<file path="src/rtl/serial_adder.sv">
// Digit-serial adder: adds WIDTH-bit A + B + Cin, DIGIT bits per clock, behind a start/done handshake.
// Optional signed-overflow output Ovf enabled by defining SERIAL_ADDER_OVF_EN.
module serial_adder #(
  parameter int WIDTH = 8,
  parameter int DIGIT = 1
) (
  input  logic             clk,
  input  logic             rst,
  input  logic             start,
  input  logic [WIDTH-1:0] A,
  input  logic [WIDTH-1:0] B,
  input  logic             Cin,
  output logic             busy,
  output logic             done,
  output logic [WIDTH-1:0] Sum,
`ifdef SERIAL_ADDER_OVF_EN
  output logic             Cout,
  output logic             Ovf
`else
  output logic             Cout
`endif
);

  localparam int STEPS = WIDTH / DIGIT;
  localparam int CW    = (STEPS > 1) ? $clog2(STEPS) : 1;
  localparam logic [CW-1:0] LAST = CW'(STEPS - 1);

  typedef enum logic {IDLE, RUN} state_t;

  state_t           state_q, state_d;
  logic [WIDTH-1:0] a_q, a_d, b_q, b_d, acc_q, acc_d, sum_q, sum_d;
  logic             carry_q, carry_d, cout_q, cout_d, done_q, done_d;
  logic [CW-1:0]    cnt_q, cnt_d;
  logic [DIGIT:0]   dres;
`ifdef SERIAL_ADDER_OVF_EN
  logic             ovf_q, ovf_d;
`endif

  // One digit slice: DIGIT-bit add of the operand LSBs plus the registered carry.
  assign dres = {1'b0, a_q[DIGIT-1:0]} + {1'b0, b_q[DIGIT-1:0]} + (DIGIT+1)'(carry_q);

  always_comb begin
    state_d = state_q;
    a_d     = a_q;
    b_d     = b_q;
    carry_d = carry_q;
    acc_d   = acc_q;
    cnt_d   = cnt_q;
    sum_d   = sum_q;
    cout_d  = cout_q;
    done_d  = 1'b0;
`ifdef SERIAL_ADDER_OVF_EN
    ovf_d   = ovf_q;
`endif
    case (state_q)
      IDLE: begin
        if (start) begin
          state_d = RUN;
          a_d     = A;
          b_d     = B;
          carry_d = Cin;
          cnt_d   = '0;
        end
      end
      RUN: begin
        a_d     = a_q >> DIGIT;
        b_d     = b_q >> DIGIT;
        carry_d = dres[DIGIT];
        acc_d   = (acc_q >> DIGIT) | (WIDTH'(dres[DIGIT-1:0]) << (WIDTH - DIGIT));
        cnt_d   = cnt_q + 1'b1;
        if (cnt_q == LAST) begin
          state_d = IDLE;
          sum_d   = acc_d;
          cout_d  = dres[DIGIT];
          done_d  = 1'b1;
`ifdef SERIAL_ADDER_OVF_EN
          // Carry into the MSB is recovered from the MSB sum bit and its operand bits.
          ovf_d   = dres[DIGIT-1] ^ a_q[DIGIT-1] ^ b_q[DIGIT-1] ^ dres[DIGIT];
`endif
        end
      end
      default: state_d = IDLE;
    endcase
  end

  always_ff @(posedge clk) begin
    if (rst) begin
      state_q <= IDLE;
      a_q     <= '0;
      b_q     <= '0;
      carry_q <= 1'b0;
      acc_q   <= '0;
      cnt_q   <= '0;
      sum_q   <= '0;
      cout_q  <= 1'b0;
      done_q  <= 1'b0;
`ifdef SERIAL_ADDER_OVF_EN
      ovf_q   <= 1'b0;
`endif
    end else begin
      state_q <= state_d;
      a_q     <= a_d;
      b_q     <= b_d;
      carry_q <= carry_d;
      acc_q   <= acc_d;
      cnt_q   <= cnt_d;
      sum_q   <= sum_d;
      cout_q  <= cout_d;
      done_q  <= done_d;
`ifdef SERIAL_ADDER_OVF_EN
      ovf_q   <= ovf_d;
`endif
    end
  end

  assign busy = (state_q == RUN);
  assign done = done_q;
  assign Sum  = sum_q;
  assign Cout = cout_q;
`ifdef SERIAL_ADDER_OVF_EN
  assign Ovf  = ovf_q;
`endif

endmodule

</file>
<file path="config.mk">
export PLATFORM = sky130hd
export DESIGN_NAME = serial_adder
export DESIGN_NICKNAME = d
export VERILOG_FILES = /design/src/rtl/serial_adder.sv
export SDC_FILE = /design/constraint.sdc
export NUM_CORES = 1
export LEC_CHECK = 0
export CAP_MARGIN = 10
export CORE_MARGIN = 8
export CORE_UTILIZATION = 51
export CTS_CLUSTER_DIAMETER = 150
export DETAILED_ROUTE_END_ITERATION = 10
export GPL_TIMING_DRIVEN = 0
export PLACE_DENSITY = 0.78
export SLEW_MARGIN = 20
export SYNTH_ARGS = -nofsm -noshare
export SYNTH_HDL_FRONTEND = slang
export SYNTH_SLANG_ARGS = --single-unit
</file>
<file path="constraint.sdc">
create_clock -name clk -period 2.1 [get_ports clk]
set_clock_uncertainty 0.2 [all_clocks]
set_input_delay 0.21 -clock clk [delete_from_list [all_inputs] [get_ports clk]]
set_output_delay 0.21 -clock clk [all_outputs]
set_load 0.005 [all_outputs]
</file>
# --- Yosys cells after proc, flatten, opt, wreduce, memory -nomap -nowiden ---
# Index checks and enable logic that the tools add are counted.
totals:
  ff_bits: 39
  in_bits: 20
  out_inout_bits: 11
  elab_cells: 30
classes:
  addsub: 3
  n_eq_ne: 2
  n_mux: 12
  bitwise: 2
  n_reduce_logical: 2
op_table:
  columns: ["op", "count"]
  rows:
  - ["$pmux 8 s2", 2]
  - ["$mux 8", 2]
  - ["$or 7x8->8", 1]
  - ["$pmux 3 s2", 1]
  - ["$mux 1", 4]
  - ["$pmux 1 s2", 2]
  - ["$add 3x1->3 const B", 1]
  - ["$eq 3x3->1 const B", 1]
  - ["$mux 3", 1]
  - ["$add 1x1->2", 1]
  - ["$add 2x1->2", 1]
  - ["$ne 2x2->1 const B", 1]
  - ["$reduce_and 2->1", 1]
  - ["$reduce_or 2->1", 1]
  - ["$not 1->1", 1]

# --- Depth between registers and ports, before layout ---
# Gate-level depths: netlist of the first run.
depth:
  ltp_word: 3
  ltp_mapped: 5
  mapped_depth_nobuf: 4

# --- Least setup slack after synthesis of the first run ---
# OpenSTA, ideal clock, no wires.
synth_path:
  kind: "flip-flop to flip-flop"
  from: "register cnt_q[0]"
  to: "register sum_q[0], in the netlist Sum[0]"
  setup_ps: 71
  arrival_ps: 1177
  required_time_ps: 1829
  path_slack_ps: 652
  path_stages_with_launch: 6
  n_path_buf: 1
  synth_period_minus_slack_ps: 1448
  cell_sequence: "dfxtp_1 > ha_1 > ha_1 > clkbuf_1 > a21bo_2 > a21oi_1"
synth_between:
  elab_chain_cells: 2
synth_lines:
  columns: ["item", "line", "text"]
  rows:
  - ["start: declaration", "33", "logic [CW-1:0] cnt_q, cnt_d;"]
  - ["start signal: assignment", "106", "cnt_q <= cnt_d;"]
  - ["$eq 3x3->1", "71", "if (cnt_q == LAST) begin"]
  - ["$reduce_and 2->1 (no line)", null, null]
  - ["end signal: assignment", "107", "sum_q <= sum_d;"]
  - ["end: declaration", "31", "logic [WIDTH-1:0] a_q, a_d, b_q, b_d, acc_q, acc_d, sum_q, sum_d;"]
# No other way between the ends.
# A chain may end at the register's enable or synchronous reset.

# --- Final worst setup path of the first run ---
layout_path:
  from: "register state_q, in the netlist busy"
  to: "output port busy"
layout_lines:
  columns: ["item", "line", "text"]
  rows:
  - ["start: declaration", "30", "state_t state_q, state_d;"]
  - ["start signal: assignment", "101", "state_q <= state_d;"]
  - ["end: declaration", "13", "output logic busy,"]
# No word-level cell between the ends.

==> summary.txt, run 1 <==
Type of the worst setup path: flop to output port
Synthesis-to-finish area growth: 26.35%
FILL cells: 268
Hold Crit Class: input port to flop
Placed Area: 0.001988 mm^2
Syn Area/Cell: 10.33 um^2
TritonRoute pass-1 iters: 5
Crit Path Max Fanout: 8
Die H: 72.76 um
Most common cell after layout, fill and taps aside: dfxtp_1
GRT Residual Overflow: 0
Routed Antenna Nets: 0
# DRC: 0
Die ar.: 0.005293 mm^2
Top cell family by delay on the critical path: buffers and inverters
Final instance area: 0.002076 mm^2
Critical path arrival: 1400 ps
Port bufs: 29
Setup Fix Bufs, Post-CTS: 0
Status: finished clean
Buf/Inv on CP: 1
Gr usage total: 13.83%
Max clock buf depth: 2
Worst Tran Pin Value: 478.1 ps
Setup crit end kind: output port
Iter 0 DRT Violations: 50
Hold Fails Final Rpt: 0
Root buffer cell: clkbuf_4
Vias in the first global route: 1,327
Multi-input logic area: 792.0 um^2
Initial antenna violation count: 0
Fmax: 0.5532 GHz
Cell Pwr Density: 695.5 mW/mm^2
CTS tree: done
Number of synthesized register bits: 38
Total leakage power: 0.8171 nW
First-pass GRT wire length: 5851 um
# rows: 20
Slowest cell on crit path: clkdlybuf4s50_1
Detail-routed via count per cell: 5.257
Commonest non-fill, non-tap cells in the layout: dfxtp_1, clkdlybuf4s50_1, mux2i_1
Largest net degree at the start of global routing: 13
DP HPWL: 2540 um
Synth Cell Area: 0.001643 mm^2
Worst slew margin: 68.12%
Final WL: 3476 um
CTS clk-pin slew, worst paths: 110 ps
Req. time, crit path: 1690 ps
Tmin final: 1808 ps
Initial Utilization: 53.81%
Antenna fix cells: 0
Yosys Warn Count: 0
Num CTS Buffers: 5
Wire per inst: 14.42 um
Layout cells sized above 1: 14.21%
Register area share after synthesis: 46.31%
Crit-path cells: clkdlybuf4s50_1
Worst VDD drop: 0.4184 mV
Reg area: 760.7 um^2
Setup TNS: 0 ps
Vias: 1,267
CTS resizes: 0
Max Cap Viol: 0
Die W: 72.76 um
Final net count: 219
Core Area: 0.003053 mm^2
CTS Sinks: 38
Clk_lat worst skew: 340 ps
Cell variety after synth: 21
Hold_buf cts: 1
Final GP Congestion: 0.7638
Final Max Tran Viols: 0
H-tree level count: 2
Finish-stage setup viols: 0
Startpoint types: flop
Slowest Stage Delay on Critical Path: 560 ps
RSZ-0062 raised after global routing: false
Final period util: 86.08%
# IOs: 31
Post-Synthesis Cells: 159
Net count after synthesis: 182
## registers in the layout, indices dropped and copies added (netlist names)
signal	flops
Cout	1
done	1
carry_q	1
busy	1
Sum	8
acc_q	7
a_q	8
cnt_q	3
b_q	8
## report_power, final
part | internal (mW) | switching (mW)
registers | 0.754 | 0.0220
logic | 0.0978 | 0.0841
clock network | 0.247 | 0.239
total | 1.10 | 0.345
## synth_stat cells
cell	count	share of area, %
nand3_1	9	2.7
buf_2	3	0.91
fa_1	1	1.2
a211oi_2	2	1.5
ha_1	2	1.5
nor2_1	9	2.1
nor2b_1	15	5.7
buf_1	1	0.23
clkbuf_1	5	1.1
inv_2	1	0.23
dfxtp_1	38	46
nand2b_1	1	0.38
a21bo_2	9	5.5
buf_4	2	0.91
or3b_1	3	1.6
nand2_1	3	0.69
buf_6	3	2.1
nor3_1	2	0.61
mux2i_1	24	15
a211oi_1	14	6.4
a21oi_1	12	3.7
## worst paths after layout
| kind | startpoint | end | slack (ps) | cells past startpoint |
|---|---|---|---|---|
| setup / recovery | busy | busy | 290 | 1 |
| hold / removal | rst | a_q[0] | 110 | 2 |
| setup reg to reg | cnt_q[0] | Sum[0] | 450 | 5 |
| hold reg to reg | acc_q[7] | Sum[6] | 290 | 2 |
## metrics by stage
step	setup slack [ps]	hold slack [ps]	utilization [%]	cells	power [mW]
finish	292.4	105.7	67.99	241	1.444
global route	199.3	135.1	67.99	241	1.510
CTS	274.9	93.13	67.99	241	1.456
detailed placement	457.6	274.1	65.12	232	0.9728
global placement	471.9	262.6	65.12	232	0.9661
floorplan	651.9	191.6	-	159	0.9042
## routing by layer
metal	vias up	wire [um]	GRT usage [%]
met5	-	0	0
met3	6	230	4.945
met2	34	1673	23.56
met1	592	1534	15.24
met4	0	37	5.333
li1	635	-	-
## cell type report
cell class / count / share of cell area [%]
Buffer: 14 / 4.159
Multi-Input combinational cell: 106 / 38.16
Sequential cell: 38 / 36.65
Timing Repair Buffer: 30 / 14.47
Clock buffer: 5 / 1.808
Clock inverter: 3 / 1.929
Inverter: 1 / 0.1808
Tap cell: 44 / 2.652
## kinds of logic after synthesis
kind of cell | count (synthesis) | synth area share, %
and+or+nand+nor | 42 | 13.79
DFF | 38 | 46.31
AOI/OAI and AO/OA | 37 | 17.06
muxes | 24 | 14.62
buffers and inverters | 15 | 5.483
adders and majority gates | 3 | 2.742
Note: power is estimated with default switching activity, not from simulation.
==> inputs of run 2 (changes only) <==
--- a/config.mk
+++ b/config.mk
@@ -7,11 +7,12 @@
 export LEC_CHECK = 0
 export CAP_MARGIN = 10
 export CORE_MARGIN = 8
-export CORE_UTILIZATION = 51
+export CORE_UTILIZATION = 53
+export CTS_BUF_LIST = sky130_fd_sc_hd__clkbuf_2 sky130_fd_sc_hd__clkbuf_4 sky130_fd_sc_hd__clkbuf_8
 export CTS_CLUSTER_DIAMETER = 150
 export DETAILED_ROUTE_END_ITERATION = 10
 export GPL_TIMING_DRIVEN = 0
-export PLACE_DENSITY = 0.78
+export PLACE_DENSITY = 0.81
 export SLEW_MARGIN = 20
 export SYNTH_ARGS = -nofsm -noshare
 export SYNTH_HDL_FRONTEND = slang
==> run 2 against run 1 <==
Net effect:
- sequential power barely moved
- total power decreased by 7.7%
- first-iteration DRC count increased by 92%
- worst hold slack worse by 0.62 ps
- wire length down 3.0%
- design area down 1.9%
- die area shrank 2.9%
==> summary.txt, run 2 (synthesis gave the netlist of run 1 again) <==
Final GP Congestion: 0.7502
Worst VDD drop: 0.4028 mV
# rows: 20
Die W: 71.68 um
Most common cell after layout, fill and taps aside: dfxtp_1
Die ar.: 0.005137 mm^2
CTS clk-pin slew, worst paths: 110 ps
H-tree level count: 2
Slowest cell on crit path: clkdlybuf4s50_1
Initial Utilization: 54.71%
Final Util: 67.83%
Worst slew margin: 70.54%
Req. time, crit path: 1690 ps
Max Cap Viol: 0
Final net count: 219
Die H: 71.68 um
Synthesis-to-finish area growth: 23.99%
Crit-path cells: clkdlybuf4s50_1
Routed Antenna Nets: 0
CTS resizes: 0
Max clock buf depth: 2
Initial antenna violation count: 0
Largest net degree at the start of global routing: 11
Iter 0 DRT Violations: 96
Top cell family by delay on the critical path: buffers and inverters
Port bufs: 29
Fmax: 0.5636 GHz
Setup TNS: 0 ps
Cell Pwr Density: 653.8 mW/mm^2
Gr usage total: 13.51%
Hold Crit Class: input port to flop
Critical path arrival: 1360 ps
Crit Path Max Fanout: 8
Final period util: 84.49%
Finish-stage setup viols: 0
Overall Power: 1.332 mW
Core Area: 0.003003 mm^2
First-pass GRT wire length: 5630 um
GRT Residual Overflow: 0
Status: finished clean
Clk_lat worst skew: 330 ps
Detail-routed via count per cell: 5.546
Type of the worst setup path: flop to output port
Buf/Inv on CP: 1
Vias in the first global route: 1,282
Num CTS Buffers: 5
Commonest non-fill, non-tap cells in the layout: dfxtp_1, clkdlybuf4s50_1, mux2i_1
Total leakage power: 0.8043 nW
Hold Fails Final Rpt: 0
Slowest Stage Delay on Critical Path: 560 ps
Worst Tran Pin Value: 441.9 ps
Final Max Tran Viols: 0
DP HPWL: 2510 um
CTS Sinks: 38
Layout cells sized above 1: 13.78%
RSZ-0062 raised after global routing: false
Root buffer cell: clkbuf_4
TritonRoute pass-1 iters: 4
Antenna fix cells: 0
Tmin final: 1774 ps
Vias: 1,270
CTS tree: done
# IOs: 31
Wire per inst: 14.73 um
# DRC: 0
Startpoint types: flop
Final WL: 3373 um
Setup crit end kind: output port
[run 2: cell types whose count changed in the layout (fill, tap and decap cells not counted)]
| cell | before | now |
|---|---|---|
| bufinv_16 | 1 | 0 |
| clkbuf_4 | 5 | 7 |
| clkinv_2 | 2 | 0 |
[run 2: cell type report]
cell class	count	area (um^2)
Timing Repair Buffer	30	300.3
Sequential cell	38	760.7
Clock buffer	7	52.55
Tap cell	33	41.29
Buffer	14	86.33
Multi-Input combinational cell	106	792.0
Fill cell	255	965.9
Inverter	1	3.754
[run 2: layer usage]
metal | up-vias | part of all wire (%) | global-route usage (%)
li1 | 634 | - | -
met1 | 596 | 43 | 13.52
met2 | 35 | 50 | 25.30
met5 | - | 0 | 0
met3 | 5 | 5.8 | 5.160
met4 | 0 | 1.1 | 3.401
[run 2: through the flow]
step	cells	worst slack (ps)	hold slack [ps]	cell area, um^2
floorplan	159	651.9	191.6	1643
global placement	221	478.0	254.8	1974
detailed placement	221	456.4	267.4	1974
CTS	229	306.2	95.24	2037
global route	229	259.8	117.9	2037
finish	229	325.7	105.1	2037
[run 2: what timing repair did]
item,CTS,global route
setup buffers,0,0
hold buffers,1,0
hold endpoints to repair,8,0
[run 2: power by group]
| group | switching [mW] | total, mW | leakage, nW | internal [mW] |
|---|---|---|---|---|
| registers | 0.0220 | 0.776 | 0.311 | 0.754 |
| logic | 0.0840 | 0.182 | 0.461 | 0.0984 |
| clock network | 0.221 | 0.373 | 0.0322 | 0.152 |
[run 2: path summary, 6_finish.rpt]
kind,cells after the start,end,start,slack (ps)
setup / recovery,1,busy,busy,330
hold / removal,2,a_q[0],rst,110
setup reg to reg,5,Sum[5],cnt_q[0],490
hold reg to reg,2,Sum[0],acc_q[1],280
==> inputs of run 3 (changes only) <==
--- a/config.mk
+++ b/config.mk
@@ -7,12 +7,12 @@
 export LEC_CHECK = 0
 export CAP_MARGIN = 10
 export CORE_MARGIN = 8
-export CORE_UTILIZATION = 53
+export CORE_UTILIZATION = 48
 export CTS_BUF_LIST = sky130_fd_sc_hd__clkbuf_2 sky130_fd_sc_hd__clkbuf_4 sky130_fd_sc_hd__clkbuf_8
 export CTS_CLUSTER_DIAMETER = 150
 export DETAILED_ROUTE_END_ITERATION = 10
 export GPL_TIMING_DRIVEN = 0
-export PLACE_DENSITY = 0.81
+export PLACE_DENSITY = 0.77
 export SLEW_MARGIN = 20
 export SYNTH_ARGS = -nofsm -noshare
 export SYNTH_HDL_FRONTEND = slang
==> constraint.sdc (replaced) <==
create_clock -name clk -period 1.6 [get_ports clk]
set_clock_uncertainty 0.2 [all_clocks]
set_input_delay 0.16 -clock clk [delete_from_list [all_inputs] [get_ports clk]]
set_output_delay 0.16 -clock clk [all_outputs]
set_load 0.005 [all_outputs]
==> run 3 against run 2 <==
Net effect:
- critical path type unchanged
- final cell count grew 6.6%
- combinational power grew 36%
- utilization shrank 3.3 points
- sequential cell count is the same
- die area grew 8.0%
- first-iteration DRC count shrank 25%
- global-route usage grew 0.39 points
- count of clock-buffer cells in the layout shrank 2
- critical path depth is the same
- total power grew 56%
- design area grew 4.9%
- sequential power grew 31%
==> summary.txt, run 3 (synthesis gave the netlist of run 1 again) <==
Status: finished clean
Layout cells sized above 1: 19.70%
Type of the worst setup path: flop to output port
P_sw: 0.4719 mW
Req. time, crit path: 1240 ps
# rows: 21
Flop-to-flop setup slack: 80 ps
Antenna fix cells: 0
Overall Power: 2.081 mW
Clock power frac: 39.3%
Worst Tran Pin Value: 457.6 ps
R2R Path Start: cnt_q[0]
Num CTS Buffers: 5
Sw frac: 22.68%
Final WL: 3532 um
Final GP Congestion: 0.7803
Initial Utilization: 49.62%
Worst VDD drop: 0.6578 mV
Startpoint types: flop
GRT Residual Overflow: 0
Wire per inst: 14.48 um
Cell Int Power: 1.609 mW
CTS clk-pin slew, worst paths: 130 ps
Final period util: 97.13%
Slowest Stage Delay on Critical Path: 500 ps
CTS Sinks: 38
Vias in the first global route: 1,353
Synthesis-to-finish area growth: 30.01%
H-tree level count: 2
Initial antenna violation count: 0
Seq pwr share: 48.9%
Core Area: 0.003311 mm^2
CTS tree: done
Critical path arrival: 1190 ps
Iter 0 DRT Violations: 72
Die H: 74.50 um
Cell Pwr Density: 974.3 mW/mm^2
Number of stages on the worst setup path: 1
Detail-routed via count per cell: 5.139
Hold_ws: 51.06 ps
Fin worst setup slack: 45.94 ps
Root buffer cell: clkbuf_4
CP Capture Point: Sum[3]
Hold Fails Final Rpt: 0
Max Cap Viol: 0
Die ar.: 0.005550 mm^2
Setup crit end kind: output port
RSZ-0062 raised after global routing: false
Pre-CTS WS: -13.51 ps
Vias: 1,254
Routed Antenna Nets: 0
Crit Path Max Fanout: 2
Final Util: 64.51%
Reg area: 772.0 um^2
Die W: 74.50 um
Comb pwr share: 11.9%
Worst R2R Path Depth: 5
Clk_lat worst skew: 350 ps
Gr usage total: 13.90%
Port bufs: 29
Worst slew margin: 69.49%
Final Max Tran Viols: 0
Commonest non-fill, non-tap cells in the layout: dfxtp_1, clkdlybuf4s50_1, mux2i_1
Tmin final: 1554 ps
CP Launch Point: Sum[3]
Hold Crit Class: input port to flop
First-pass GRT wire length: 5961 um
FILL cells: 297
Final net count: 220
DP HPWL: 2497 um
Top cell family by delay on the critical path: buffers and inverters
Slowest cell on crit path: clkdlybuf4s50_1
Total leakage power: 0.8652 nW
Multi-input logic area: 795.8 um^2
Crit-path cells: clkdlybuf4s50_1
Largest net degree at the start of global routing: 14
Buf/Inv on CP: 1
Finish-stage setup viols: 0
TritonRoute pass-1 iters: 4
Most common cell after layout, fill and taps aside: dfxtp_1
# IOs: 31
Max clock buf depth: 2
Fmax: 0.6435 GHz
Worst reg2reg endpoint: Sum[7]
# DRC: 0
==> run 3: changes by cell type in the layout (fill, tap and decap cells not counted), sizes merged <==
cell           before  now
clkbuf             12    9
buf                 9   11
bufinv              0    2
clkdlybuf4s50      29   27
clkinv              0    1
dlygate4sd2         0    1
dlymetal6s2s        0    1
==> run 3: metal layers <==
metal,part of all wire [%],GRT usage [%]
met3,5.2,3.774
met4,1.1,6.522
met5,0,0
met1,44,15.61
met2,49,23.72
==> run 3: through the flow <==
| step | setup TNS [ps] | instance area (um^2) | cells |
|---|---|---|---|
| 2_1_floorplan | 0 | 1643 | 159 |
| 3_3_place_gp | 0 | 1991 | 234 |
| 3_5_place_dp | -18.11 | 1991 | 234 |
| 4_1_cts | 0 | 2118 | 244 |
| 5_1_grt | 0 | 2136 | 244 |
| 6_report | 0 | 2136 | 244 |
==> run 3: what timing repair did <==
| action | CTS | global route |
|---|---|---|
| hold buffers | 1 | 0 |
| setup buffers | 1 | 0 |
| resized for setup | 4 | 13 |
| hold endpoints to repair | 8 | 0 |
| setup endpoints to repair | 5 | 16 |
==> run 3: how the worst min path moves through the flow <==
| stage | end | startpoint | depth (start not counted) | slack (ps) |
|---|---|---|---|---|
| CTS | a_q[0] | rst | 2 | 30 |
| global placement | Sum[0] | acc_q[1] | 2 | 260 |
| floorplan | cnt_q[2] | start | 2 | 140 |
| global route | a_q[0] | rst | 2 | 70 |
| detailed placement | Sum[0] | acc_q[1] | 2 | 280 |
| finish | a_q[0] | rst | 2 | 50 |
==> run 3: final cells by class <==
class,instances,share of cell area (%)
well taps,46,2.695
clock inverters,3,3.222
flip-flops and latches,38,36.15
repair buffers,31,14.47
inverters,1,0.1757
plain buffers,14,4.277
clock buffers,5,1.757
multi-input cells,106,37.26
==> run 3: power groups by stage <==
stage                     registers (mW)  clock network, mW  logic (mW)
after floorplan                     1.03                  0       0.155
after global placement              1.04                  0       0.228
after detailed placement            1.04                  0       0.235
after CTS                           1.02              0.830       0.247
after global routing                1.02              0.878       0.269
final                               1.02              0.817       0.247
